--- src/rtl/systolic_feeder.sv ---
// systolic_feeder: loads an im2col/weight matrix pair from word memory and streams it row-by-row to a systolic array
// Ports:
//   clk, rst_systolic  rising-edge clock, asynchronous active-low reset
//   start              one-cycle request, accepted only in IDLE
//   rd_en, addr_rd     read strobe and word address (address is 0 when no read)
//   data_rd            read data, valid one cycle after the read is presented
//   X, W               im2col row beat (M words) and weight row beat (K words), element j at word j
//   valid              X/W carry a beat
//   busy, done         operation in progress; one-cycle pulse after the last beat
module systolic_feeder #(
    parameter int M = 3,
    parameter int N = 4,
    parameter int K = 2,
    parameter int DATA_WIDTH = 32,
    parameter int ADDR_WIDTH = 32,
    parameter logic [ADDR_WIDTH-1:0] IM2COL_BASE = 32'h00002000,
    parameter logic [ADDR_WIDTH-1:0] WEIGHT_BASE = 32'h00001000
) (
    input  logic                    clk,
    input  logic                    rst_systolic,
    input  logic                    start,
    output logic                    rd_en,
    output logic [ADDR_WIDTH-1:0]   addr_rd,
    input  logic [DATA_WIDTH-1:0]   data_rd,
    output logic [DATA_WIDTH*M-1:0] X,
    output logic [DATA_WIDTH*K-1:0] W,
    output logic                    valid,
    output logic                    busy,
    output logic                    done
);
    localparam int L  = M + K;
    localparam int RI = $clog2(N + 1);
    localparam int CW = $clog2(L);
    localparam int RW = (N > 1) ? $clog2(N) : 1;

    typedef enum logic [1:0] {IDLE, LOAD, STREAM, FIN} state_t;

    state_t                  state_q, state_d;
    logic                    rd_en_q, rd_en_d, v_q;
    logic [ADDR_WIDTH-1:0]   addr_q, addr_d, iss_addr;
    logic [DATA_WIDTH*M-1:0] x_q, x_d;
    logic [DATA_WIDTH*K-1:0] w_q, w_d;
    logic                    valid_q, valid_d, busy_q, busy_d, done_q, done_d;
    logic [RI-1:0]           ri_q, ri_d, rc_q, rc_d, r_q, r_d;
    logic [CW-1:0]           ci_q, ci_d, cc_q, cc_d;
    logic                    issue, cap_en;
    // one row per reduction step: X words in the low M slots, W words above them
    logic [L*DATA_WIDTH-1:0] row_q [N];

    assign iss_addr = (ci_q < CW'(M))
        ? IM2COL_BASE + ADDR_WIDTH'(ri_q) * ADDR_WIDTH'(M) + ADDR_WIDTH'(ci_q)
        : WEIGHT_BASE + ADDR_WIDTH'(ri_q) * ADDR_WIDTH'(K) + ADDR_WIDTH'(ci_q) - ADDR_WIDTH'(M);

    always_comb begin
        state_d = state_q;
        rd_en_d = 1'b0;
        addr_d  = '0;
        x_d     = '0;
        w_d     = '0;
        valid_d = 1'b0;
        done_d  = 1'b0;
        ri_d    = ri_q;
        ci_d    = ci_q;
        rc_d    = rc_q;
        cc_d    = cc_q;
        r_d     = r_q;
        issue   = 1'b0;
        cap_en  = 1'b0;
        case (state_q)
            IDLE: begin
                if (start) begin
                    state_d = LOAD;
                    issue   = 1'b1;
                end
            end
            LOAD: begin
                issue  = ri_q < RI'(N);
                // v_q marks that data_rd carries the word of the read issued two edges ago
                cap_en = v_q;
                if (v_q) begin
                    rc_d = (cc_q == CW'(L - 1)) ? rc_q + 1'b1 : rc_q;
                    cc_d = (cc_q == CW'(L - 1)) ? '0 : cc_q + 1'b1;
                    if (rc_q == RI'(N - 1) && cc_q == CW'(L - 1))
                        state_d = STREAM;
                end
            end
            STREAM: begin
                if (r_q < RI'(N)) begin
                    x_d     = row_q[r_q[RW-1:0]][M*DATA_WIDTH-1:0];
                    w_d     = row_q[r_q[RW-1:0]][L*DATA_WIDTH-1:M*DATA_WIDTH];
                    valid_d = 1'b1;
                    r_d     = r_q + 1'b1;
                end else begin
                    done_d  = 1'b1;
                    state_d = FIN;
                end
            end
            FIN: begin
                // counters return to zero so a start on the next IDLE cycle issues read 0
                state_d = IDLE;
                ri_d    = '0;
                ci_d    = '0;
                rc_d    = '0;
                cc_d    = '0;
                r_d     = '0;
            end
            default: state_d = IDLE;
        endcase
        if (issue) begin
            rd_en_d = 1'b1;
            addr_d  = iss_addr;
            ri_d    = (ci_q == CW'(L - 1)) ? ri_q + 1'b1 : ri_q;
            ci_d    = (ci_q == CW'(L - 1)) ? '0 : ci_q + 1'b1;
        end
        busy_d = state_d != IDLE;
    end

    always_ff @(posedge clk or negedge rst_systolic) begin
        if (!rst_systolic) begin
            state_q <= IDLE;
            rd_en_q <= 1'b0;
            v_q     <= 1'b0;
            addr_q  <= '0;
            x_q     <= '0;
            w_q     <= '0;
            valid_q <= 1'b0;
            busy_q  <= 1'b0;
            done_q  <= 1'b0;
            ri_q    <= '0;
            ci_q    <= '0;
            rc_q    <= '0;
            cc_q    <= '0;
            r_q     <= '0;
        end else begin
            state_q <= state_d;
            rd_en_q <= rd_en_d;
            v_q     <= rd_en_q;
            addr_q  <= addr_d;
            x_q     <= x_d;
            w_q     <= w_d;
            valid_q <= valid_d;
            busy_q  <= busy_d;
            done_q  <= done_d;
            ri_q    <= ri_d;
            ci_q    <= ci_d;
            rc_q    <= rc_d;
            cc_q    <= cc_d;
            r_q     <= r_d;
        end
    end

    // buffer is never visible before it is reloaded, so it carries no reset
    always_ff @(posedge clk) begin
        if (cap_en) begin
            for (int c = 0; c < L; c++)
                if (cc_q == CW'(c))
                    row_q[rc_q[RW-1:0]][c*DATA_WIDTH +: DATA_WIDTH] <= data_rd;
        end
    end

    assign rd_en   = rd_en_q;
    assign addr_rd = addr_q;
    assign X       = x_q;
    assign W       = w_q;
    assign valid   = valid_q;
    assign busy    = busy_q;
    assign done    = done_q;
endmodule

--- config.mk ---
export PLATFORM = sky130hd
export DESIGN_NAME = systolic_feeder
export DESIGN_NICKNAME = d
export VERILOG_FILES = /design/src/rtl/systolic_feeder.sv
export SDC_FILE = /design/constraint.sdc
export NUM_CORES = 1
export LEC_CHECK = 0
export CELL_PAD_IN_SITES_DETAIL_PLACEMENT = 0
export CELL_PAD_IN_SITES_GLOBAL_PLACEMENT = 2
export CORE_MARGIN = 4
export CORE_UTILIZATION = 45
export DETAILED_ROUTE_END_ITERATION = 10
export GPL_TIMING_DRIVEN = 0
export PLACE_DENSITY_LB_ADDON = 0.1
export SYNTH_ARGS = -nofsm -noshare
export SYNTH_HDL_FRONTEND = slang
export SYNTH_SLANG_ARGS = --single-unit
--- constraint.sdc ---
create_clock -name clk -period 3.4 [get_ports clk]
set_clock_uncertainty 0.05 [all_clocks]
set_input_delay 0.68 -clock clk [delete_from_list [all_inputs] [get_ports clk]]
set_output_delay 0.68 -clock clk [all_outputs]
set_load 0.03 [all_outputs]
==> flow_summary.ini <==
[die]
core-area_um2 = 66220
die_h_um = 267.3
initial_utilization_pct = 45.71
boundaryPins = 231
fp.dieArea_um2 = 71470
die_w_um = 267.3
num_rows = 94

[run]
max_cap_violations = 0

[cts]
cts.sink_count = 832
cts_max_level = 3
post_cts_resized = 0
clk_pin_slew_ns = 0.06
clk-insertion-delay-late_ns = 0.62
post_cts_buffers = 0
clock_path_buffers = 3
root_buffer = clkbuf_16
numCtsBuffers = 85
cts_tree = built
holdBufCountCts = 0

[setup_path]
r2r_slack_ns = 0.87
cp.required_ns = 3.66
start_kind = flop
crit_arrival_ns = 2.79
crit_type = reg2reg
critPathMaxFanout = 24
cp-end-kind = flop

[placement]
dpl_cell_area_um2 = 34020
dp_hpwl_mm = 42.84
port_buffers = 212
gp_congestion = 0.7353

[logic_synthesis]
avgSynthCellArea_um2 = 21.67
synthesis.area_um2 = 30270
yosys_most_used_dff = edfxtp_1
synth_edf_count = 640
synth_cell_types = 40
synth.top_cell.area_share_pct = 63.50
ys_warn_count = 0
async_flop_share_pct = 23.08
ys_seq_area_share_pct = 79.37
syn-instance-count = 1397
ys_ff_latch = 832
synth_common_cells = edfxtp_1, dfrtp_1, mux4_2, nor2b_1, clkbuf_1
synth.most_common_cell = edfxtp_1
synth_top_area_cell = edfxtp_1
synth.top_cells.by_area = edfxtp_1, dfrtp_1, mux4_2

[layout]
final_layout_size_suffix_gt1_share_pct = 21.03
nFillCells = 5090
fin_util_pct = 55.64
final_nets = 1799
fin_area_um2 = 36840
area_delta_synth_final_pct = 21.72
num_antenna_cells = 0

[global_route]
grt_pass1_vias = 14890
grt_pass1_wl_mm = 98.70
grt_usage_pct = 19.10
antenna_found_initial = 1
grt_max_degree = 98
grt.overflow.total = 0

[drt]
drtPass1Iterations = 4
first_iter_violations = 914
vias = 14140
viasPerCell = 5.293
wl_per_cell_um = 25.21
drc = 0
postRouteAntennaNets = 0
wirelength_mm = 67.33

[min_path]
hp-class = in2async

[power_and_ir_drop]
vdd_drop_max_mv = 0.3132
power_density_nw_per_um2 = 555.2
p_leak_nw = 12.75

[sta]
slew_headroom_pct = 27.11
grt_setup_unrepaired = false
fmax_mhz = 395.3
hold_viol_final = 0
setup_viol_count_final = 0
fin_crit_ns = 2.530
period_share_pct = 74.40
tightest_slew_ns = 1.090
hold_slack_ns = 0.01003
final_max_slew_viol_count = 0

[status]
status = finished clean
-- layout by cell type, fill, tap and decap left out, types with 16 or more instances in the layout --
| master | n |
|---|---|
| nor2b_1 | 160 |
| nand2_1 | 21 |
| buf_2 | 21 |
| clkdlybuf4s50_1 | 211 |
| conb_1 | 18 |
| buf_12 | 16 |
| clkbuf_1 | 53 |
| inv_1 | 24 |
| edfxtp_1 | 640 |
| buf_4 | 22 |
| mux4_2 | 160 |
| ha_1 | 26 |
| dfrtp_1 | 192 |
| clkbuf_16 | 91 |
-- power by group --
group / leakage (nW) / total (W) / switching (W) / internal [W]
clock network: 1.38 / 0.00922 / 0.00372 / 0.00550
registers: 8.39 / 0.0110 / 0 / 0.0110
logic: 2.98 / 0.000267 / 0.000215 / 0.0000521
-- cell families (layout without fill, tap and decap cells) --
group,count (synthesis),count (layout),synth area share [%]
fa+ha+maj,30,30,1.339
flops,832,832,79.37
other cells,1,18,0.01239
xor+xnor,2,2,0.05789
compound gates,30,30,0.6408
simple gates,227,227,4.469
mux,168,168,12.17
buf+inv,107,500,1.939
-- per-stage QoR --
stage	total power, W	worst slack, ns	TNS (ns)	std cells
2_1_floorplan	0.01122	0.9682	0	1414
3_3_place_gp	0.01144	-6.768	-1299.99	2490
3_5_place_dp	0.01145	0.8545	0	2511
4_1_cts	0.02071	0.8399	0	2671
5_1_grt	0.02115	0.6983	0	2671
6_report	0.02046	0.8704	0	2671
-- critical path: stages, from the launching register on --
cell     delay (ns)
dfrtp_1        0.41
inv_1          0.13
ha_1           0.29
nand2_1        0.10
nor2_1         0.48
and2_2         0.48
buf_12         0.25
-- registers in the layout (all words and copies together) (netlist names) --
| signal | count |
|---|---|
| done | 1 |
| rc_q | 3 |
| rd_en | 1 |
| v_q | 1 |
| ci_q | 3 |
| cc_q | 3 |
| X | 96 |
| state_q | 2 |
| r_q | 3 |
| W | 64 |
| row_q | 640 |
| busy | 1 |
| addr_rd | 10 |
| ri_q | 3 |
| valid | 1 |
-- layout make-up --
cell class / count / area (um^2) / area share (%)
timing repair buffer: 233 / 2585 / 7.017
multi-input combinational: 475 / 5746 / 15.60
inverter: 24 / 90.09 / 0.2445
clock inverter: 35 / 314.1 / 0.8525
tap: 864 / 1081 / 2.934
clock buffer: 125 / 2505 / 6.799
buffer: 83 / 496.7 / 1.348
sequential: 832 / 24020 / 65.21
-- final timing paths --
check,start,endpoint,cells past startpoint
worst min register to register,rd_en,v_q,0
worst max-delay path,cc_q[0],row_q[2][147],6
worst max register to register,cc_q[0],row_q[2][147],6
worst min-delay path,rst_systolic,X[24],1
max in group asynchronous,rst_systolic,rc_q[1],2
min in group clk,rd_en,v_q,0
-- per-layer routing --
metal / wire (um) / vias up / global-route usage [%] / part of all wire, %
met4: 1342 / 0 / 5.340 / 2.0
met1: 28450 / 7603 / 26.39 / 42
met2: 34410 / 356 / 32.15 / 51
met3: 3127 / 83 / 2.912 / 4.6
li1: - / 6096 / - / -
met5: 0 / - / 0 / 0
Note: power is estimated with default switching activity, not from simulation.
